[src/rtl/imm_gen_pipe.sv]
// imm_gen_pipe -- pipelined RISC-V immediate generator for the decode stage.
//
// Decodes the immediate, format class and legality of a 32-bit instruction
// word. The result is registered with a valid/ready handshake. A 1-entry skid
// buffer lets upstream keep streaming while the consumer stalls.
//
// Optional feature: define IMMGEN_CSR_EN to decode SYSTEM (1110011) opcodes
// as CSR / CSR-immediate forms. Left undefined, SYSTEM is treated as plain
// I-type.
//
// Parameters:
//   XLEN  - immediate width (32 or 64)
//   TAG_W - sideband tag width
//   CNT_W - illegal-instruction counter width
//
// Ports:
//   clk, reset            - rising-edge clock, synchronous active-high reset
//   in_valid / in_ready   - input handshake (in_ready low while skid is full)
//   in_instr, in_tag      - instruction word and its sideband tag
//   out_valid / out_ready - output handshake
//   out_imm, out_fmt      - immediate and format
//                           (0=R 1=I 2=S 3=B 4=U 5=J 6=CSR 7=NONE)
//   out_illegal, out_tag  - illegal-opcode flag and tag of the output instruction
//   illegal_count         - saturating count of illegal instructions handed off
module imm_gen_pipe #(
  parameter int XLEN  = 32,
  parameter int TAG_W = 8,
  parameter int CNT_W = 8
) (
  input  logic             clk,
  input  logic             reset,
  input  logic             in_valid,
  output logic             in_ready,
  input  logic [31:0]      in_instr,
  input  logic [TAG_W-1:0] in_tag,
  output logic             out_valid,
  input  logic             out_ready,
  output logic [XLEN-1:0]  out_imm,
  output logic [2:0]       out_fmt,
  output logic             out_illegal,
  output logic [TAG_W-1:0] out_tag,
  output logic [CNT_W-1:0] illegal_count
);

  localparam logic [2:0] FMT_R    = 3'd0;
  localparam logic [2:0] FMT_I    = 3'd1;
  localparam logic [2:0] FMT_S    = 3'd2;
  localparam logic [2:0] FMT_B    = 3'd3;
  localparam logic [2:0] FMT_U    = 3'd4;
  localparam logic [2:0] FMT_J    = 3'd5;
  localparam logic [2:0] FMT_CSR  = 3'd6;
  localparam logic [2:0] FMT_NONE = 3'd7;
  localparam logic [CNT_W-1:0] CNT_MAX = {CNT_W{1'b1}};

  typedef enum logic [1:0] {EMPTY, FULL, SKID} state_t;

  typedef struct packed {
    logic [XLEN-1:0] imm;
    logic [2:0]      fmt;
    logic            illegal;
  } dec_t;

  // Every immediate fits in 32 bits; widen by sign extension to XLEN.
  function automatic logic [XLEN-1:0] sext32(input logic [31:0] v);
    return XLEN'($signed(v));
  endfunction

  state_t state, state_next;
  dec_t   dec;
  logic   accept;
  logic   skid_valid;

  logic [XLEN-1:0]  skid_imm;
  logic [2:0]       skid_fmt;
  logic             skid_illegal;
  logic [TAG_W-1:0] skid_tag;

  // ---------------- combinational decode ----------------
  logic [6:0]  opcode;
  logic [2:0]  funct3;
  logic [31:0] imm_i;

  assign opcode = in_instr[6:0];
  assign funct3 = in_instr[14:12];
  assign imm_i  = {{20{in_instr[31]}}, in_instr[31:20]};

  always_comb begin
    // NOTE: every field gets a default first so no path leaves it unassigned (no latch).
    dec.imm     = '0;
    dec.fmt     = FMT_NONE;
    dec.illegal = 1'b0;
    case (opcode)
      7'b0010011: begin
        dec.fmt = FMT_I;
        if (funct3 == 3'b001 || funct3 == 3'b101)
          dec.imm = (XLEN == 64) ? XLEN'(in_instr[25:20]) : XLEN'(in_instr[24:20]);
        else
          dec.imm = sext32(imm_i);
      end
      7'b0000011, 7'b1100111: begin
        dec.fmt = FMT_I;
        dec.imm = sext32(imm_i);
      end
      7'b0011011: begin
        if (XLEN == 64) begin
          dec.fmt = FMT_I;
          dec.imm = sext32(imm_i);
        end else begin
          dec.illegal = 1'b1;
        end
      end
      7'b0100011: begin
        dec.fmt = FMT_S;
        dec.imm = sext32({{20{in_instr[31]}}, in_instr[31:25], in_instr[11:7]});
      end
      7'b1100011: begin
        dec.fmt = FMT_B;
        dec.imm = sext32({{19{in_instr[31]}}, in_instr[31], in_instr[7],
                          in_instr[30:25], in_instr[11:8], 1'b0});
      end
      7'b0110111, 7'b0010111: begin
        dec.fmt = FMT_U;
        dec.imm = sext32({in_instr[31:12], 12'b0});
      end
      7'b1101111: begin
        dec.fmt = FMT_J;
        dec.imm = sext32({{11{in_instr[31]}}, in_instr[31], in_instr[19:12],
                          in_instr[20], in_instr[30:21], 1'b0});
      end
      7'b0110011: dec.fmt = FMT_R;
      7'b0111011: begin
        if (XLEN == 64) dec.fmt = FMT_R;
        else            dec.illegal = 1'b1;
      end
      7'b1110011: begin
`ifdef IMMGEN_CSR_EN
        if (funct3[2] && funct3[1:0] != 2'b00) begin
          dec.fmt = FMT_CSR;                       // csrr*i: uimm in rs1 field
          dec.imm = XLEN'(in_instr[19:15]);
        end else if (funct3[1:0] != 2'b00) begin
          dec.fmt = FMT_I;                         // csrr*: CSR address
          dec.imm = XLEN'(in_instr[31:20]);
        end else begin
          dec.fmt = FMT_I;                         // ecall/ebreak/mret...
        end
`else
        dec.fmt = FMT_I;
        dec.imm = sext32(imm_i);
`endif
      end
      default: dec.illegal = 1'b1;
    endcase
  end

  // ---------------- handshake FSM ----------------
  always_ff @(posedge clk) begin
    // NOTE: sequential state uses non-blocking assignments so all flops update together.
    if (reset) state <= EMPTY;
    else       state <= state_next;
  end

  always_comb begin
    state_next = state;
    case (state)
      EMPTY: if (accept) state_next = FULL;
      FULL: begin
        if (accept && !out_ready)      state_next = SKID;
        else if (!accept && out_ready) state_next = EMPTY;
      end
      SKID:    if (out_ready) state_next = FULL;
      default: state_next = EMPTY;
    endcase
  end

  always_comb begin
    out_valid  = (state != EMPTY);
    skid_valid = (state == SKID);
    in_ready   = !skid_valid;
  end

  assign accept = in_valid && in_ready;

  // ---------------- datapath ----------------
  always_ff @(posedge clk) begin
    if (reset) begin
      out_imm       <= '0;
      out_fmt       <= FMT_NONE;
      out_illegal   <= 1'b0;
      out_tag       <= '0;
      illegal_count <= '0;
    end else begin
      if (out_valid && out_ready && out_illegal && illegal_count != CNT_MAX)
        illegal_count <= illegal_count + 1'b1;

      if (state == SKID && out_ready) begin
        out_imm     <= skid_imm;
        out_fmt     <= skid_fmt;
        out_illegal <= skid_illegal;
        out_tag     <= skid_tag;
      end else if (accept && (state == EMPTY || out_ready)) begin
        out_imm     <= dec.imm;
        out_fmt     <= dec.fmt;
        out_illegal <= dec.illegal;
        out_tag     <= in_tag;
      end
    end
  end

  // NOTE: skid payload has no reset; it is only ever read while the FSM says it is valid.
  always_ff @(posedge clk) begin
    if (state == FULL && accept && !out_ready) begin
      skid_imm     <= dec.imm;
      skid_fmt     <= dec.fmt;
      skid_illegal <= dec.illegal;
      skid_tag     <= in_tag;
    end
  end

endmodule

[config.mk]
export PLATFORM = sky130hd
export DESIGN_NAME = imm_gen_pipe
export DESIGN_NICKNAME = d
export VERILOG_FILES = /design/src/rtl/imm_gen_pipe.sv
export SDC_FILE = /design/constraint.sdc
export NUM_CORES = 1
export LEC_CHECK = 0
export ABC_CLOCK_PERIOD_IN_PS = 5900
export BUFFER_PORTS_ARGS = -buffer_cell sky130_fd_sc_hd__buf_2
export CORE_MARGIN = 4
export CORE_UTILIZATION = 54
export CTS_CLUSTER_DIAMETER = 30
export DETAILED_ROUTE_END_ITERATION = 12
export GPL_TIMING_DRIVEN = 0
export HOLD_SLACK_MARGIN = 0.15
export PLACE_DENSITY_LB_ADDON = 0.15
export SYNTH_ARGS = -nofsm -noshare
export SYNTH_HDL_FRONTEND = slang
export SYNTH_SLANG_ARGS = --single-unit
[constraint.sdc]
create_clock -name clk -period 5.9 [get_ports clk]
set_input_delay 0.295 -clock clk [delete_from_list [all_inputs] [get_ports clk]]
set_output_delay 0.295 -clock clk [all_outputs]
set_load 0.01 [all_outputs]
==> results.json <==
{
  "status": "completed",
  "syn_area_per_cell_um2": 10.0,
  "wl_um": 11500,
  "cts_tree": "built",
  "io_buffers": 96,
  "rsz0062_at_grt": "false",
  "drtIter0Drc": 172,
  "antenna_found_initial": 0,
  "slew_violations": 0,
  "grt_pass1_wl_um": 18200,
  "dp.cells": 637,
  "ant_nets": 0,
  "gp_congestion": 0.901,
  "area_growth_pct": 22.4,
  "start_util_pct": 55.9,
  "die_w_um": 97.9,
  "dp_slack_ns": 3.84,
  "grt_max_degree": 16,
  "yosys-top-cells-area": "edfxtp_1, dfxtp_1, nand2_1, a21oi_1, o221ai_1",
  "cts_root_buffer": "clkbuf_8",
  "met1_usage_pct": 30.1,
  "die_area_um2": 9580,
  "relSlewSlack_pct": 50.3,
  "worstMarginPinSlew_ns": 0.744,
  "worst_slack_ns": 4.01,
  "setup_violations": 0,
  "drive_gt1_share_pct": 25.9,
  "path_clk_slew_ns": 0.09,
  "numCtsBuffers": 9,
  "syn_inst": 436,
  "dr_total_vias": 3862,
  "max_freq_mhz": 529,
  "grt_use_total_pct": 23.5,
  "fin_nets": 600,
  "fin_crit_sh_pct": 32.0,
  "fin_cells": 661,
  "peakVddDrop_mv": 0.193,
  "ys_seq_elements": 98,
  "required_ns": 6.14,
  "layout_common_cells": "buf_2, nand2_1, dfxtp_1",
  "critPathArrivalTime_ns": 2.13,
  "hpwl_um": 8310,
  "critical_path_peak_fanout": 10,
  "hold_viol_final": 0,
  "cp_slowest_cell": "dfxtp_1",
  "synth-edff-count": 44,
  "row_count": 32,
  "leakagePower_nw": 2.18,
  "die_y_um": 97.9,
  "synth_top_area_share_pct": 30.3,
  "crit_type": "flop to flop",
  "viasPerCell": 5.84,
  "busiest_layer": "met2",
  "power_mw": 1.45,
  "synthArstFlopShare_pct": 0,
  "grtUsageMet2_pct": 40.3,
  "synth_area_um2": 4360,
  "finalInstanceArea_um2": 5340,
  "yosys.area.top_type": "edfxtp_1",
  "io_pins": 98,
  "core_area_um2": 7810,
  "cpPeakStageDelay_ns": 0.47,
  "seq_area_frac_synth_pct": 55.1,
  "route.detailed.drc": 0,
  "critPathCaptureType": "flop",
  "diodes": 0,
  "routedWlPerCell_um": 17.4,
  "placed_area_um2": 5030,
  "clock_path_buffers": 2,
  "crit_chain": "nand2b_4 -> or2_1 -> buf_2 -> nand2_2 -> a21oi_1 -> buf_2 -> a21oi_1",
  "clock_latency_ns": 0.35,
  "cts.sinks": 98,
  "start_kind": "flop",
  "grt_overflow": 0,
  "firstDrtPassIters": 4,
  "layout_min_cycle_time_ns": 1.89,
  "htreeDepth": 3,
  "yosys_warnings": 0,
  "hold_path.class": "primary input to flop",
  "first_global_vias": 3740,
  "final_common_cell": "buf_2",
  "grt.met3_usage_pct": 4.64,
  "skew_ns": 0.00769,
  "powerDensity_nw_per_um2": 272,
  "ys_types": 57,
  "whs_ns": 0.203,
  "synth_flop_cell": "dfxtp_1",
  "syn_nets": 482,
  "maxCapViolCount": 0
}
-- critical path, delay by kind of cell, from the launching register on --
kind	cells	cell delay (ns)
flops	1	0.47
simple gates	3	0.52
buf+inv	2	0.48
compound gates	2	0.30
-- power by group --
| part | internal, mW | switching (mW) |
|---|---|---|
| registers | 0.743 | 0.0173 |
| logic | 0.0788 | 0.113 |
| clock network | 0.281 | 0.221 |
| total | 1.10 | 0.351 |
-- synthesized netlist by cell type, drive strengths merged (5+ instances only) --
cell    count
a21oi      45
a311oi      8
a31oi       6
and2        9
and3        9
buf        21
clkbuf      7
dfxtp      54
edfxtp     44
nand2      63
nand2b     12
nand3      10
nor2       36
nor3        9
o21a        7
o21ai      16
o221ai     21
o22ai       5
or3         5
-- final timing paths --
check / slack, ns / endpoint / cells after the start / startpoint
worst max-delay path: 4.01 / out_imm[23] / 7 / state[0]
worst min-delay path: 0.20 / out_imm[19] / 3 / in_instr[19]
worst max register to register: 4.01 / out_imm[23] / 7 / state[0]
worst min register to register: 0.49 / out_fmt[2] / 2 / out_fmt[2]
-- layout make-up --
class,instances,area (um^2)
fillers,650,2470
flip-flops and latches,98,2400
multi-input cells,305,1810
repair buffers,107,602
plain buffers,28,144
clock buffers,11,131
well taps,102,128
clock inverters,5,103
inverters,5,18.8
-- timing repair --
action,in CTS,in global routing
endpoints found under the hold margin,8,0
hold buffers,8,0
setup buffers,0,0
gates resized for setup,0,0
-- state kept, by name, indices dropped and copies added, names as in the netlist --
| register | flops |
|---|---|
| out_fmt | 3 |
| skid_illegal | 1 |
| out_tag | 8 |
| out_imm | 32 |
| skid_tag | 8 |
| skid_imm | 32 |
| state | 2 |
| illegal_count | 8 |
| out_illegal | 1 |
| skid_fmt | 3 |
-- stage by stage --
stage	setup TNS, ns	utilization [%]
2_1_floorplan	0	-
3_3_place_gp	-74.30	63.7
6_report	0	68.4
3_5_place_dp	0	64.4
5_1_grt	0	68.4
4_1_cts	0	68.4
-- cells by family after synthesis --
| kind of cell | Yosys count | share of synthesized area (%) |
|---|---|---|
| simple gates | 166 | 18.6 |
| fa+ha+maj | 2 | 0.574 |
| mux | 5 | 1.18 |
| buf+inv | 33 | 3.73 |
| flops | 98 | 55.1 |
| compound gates | 126 | 19.7 |
| xor+xnor | 6 | 1.20 |
-- layer usage --
metal | vias to the layer above | part of all wire (%) | wire (um)
met5 | - | 0 | 0
met4 | 0 | 1.3 | 153
met3 | 13 | 5.9 | 678
met2 | 126 | 50 | 5700
met1 | 1884 | 43 | 4950
li1 | 1839 | - | -
(Power assumes the default switching activity.)
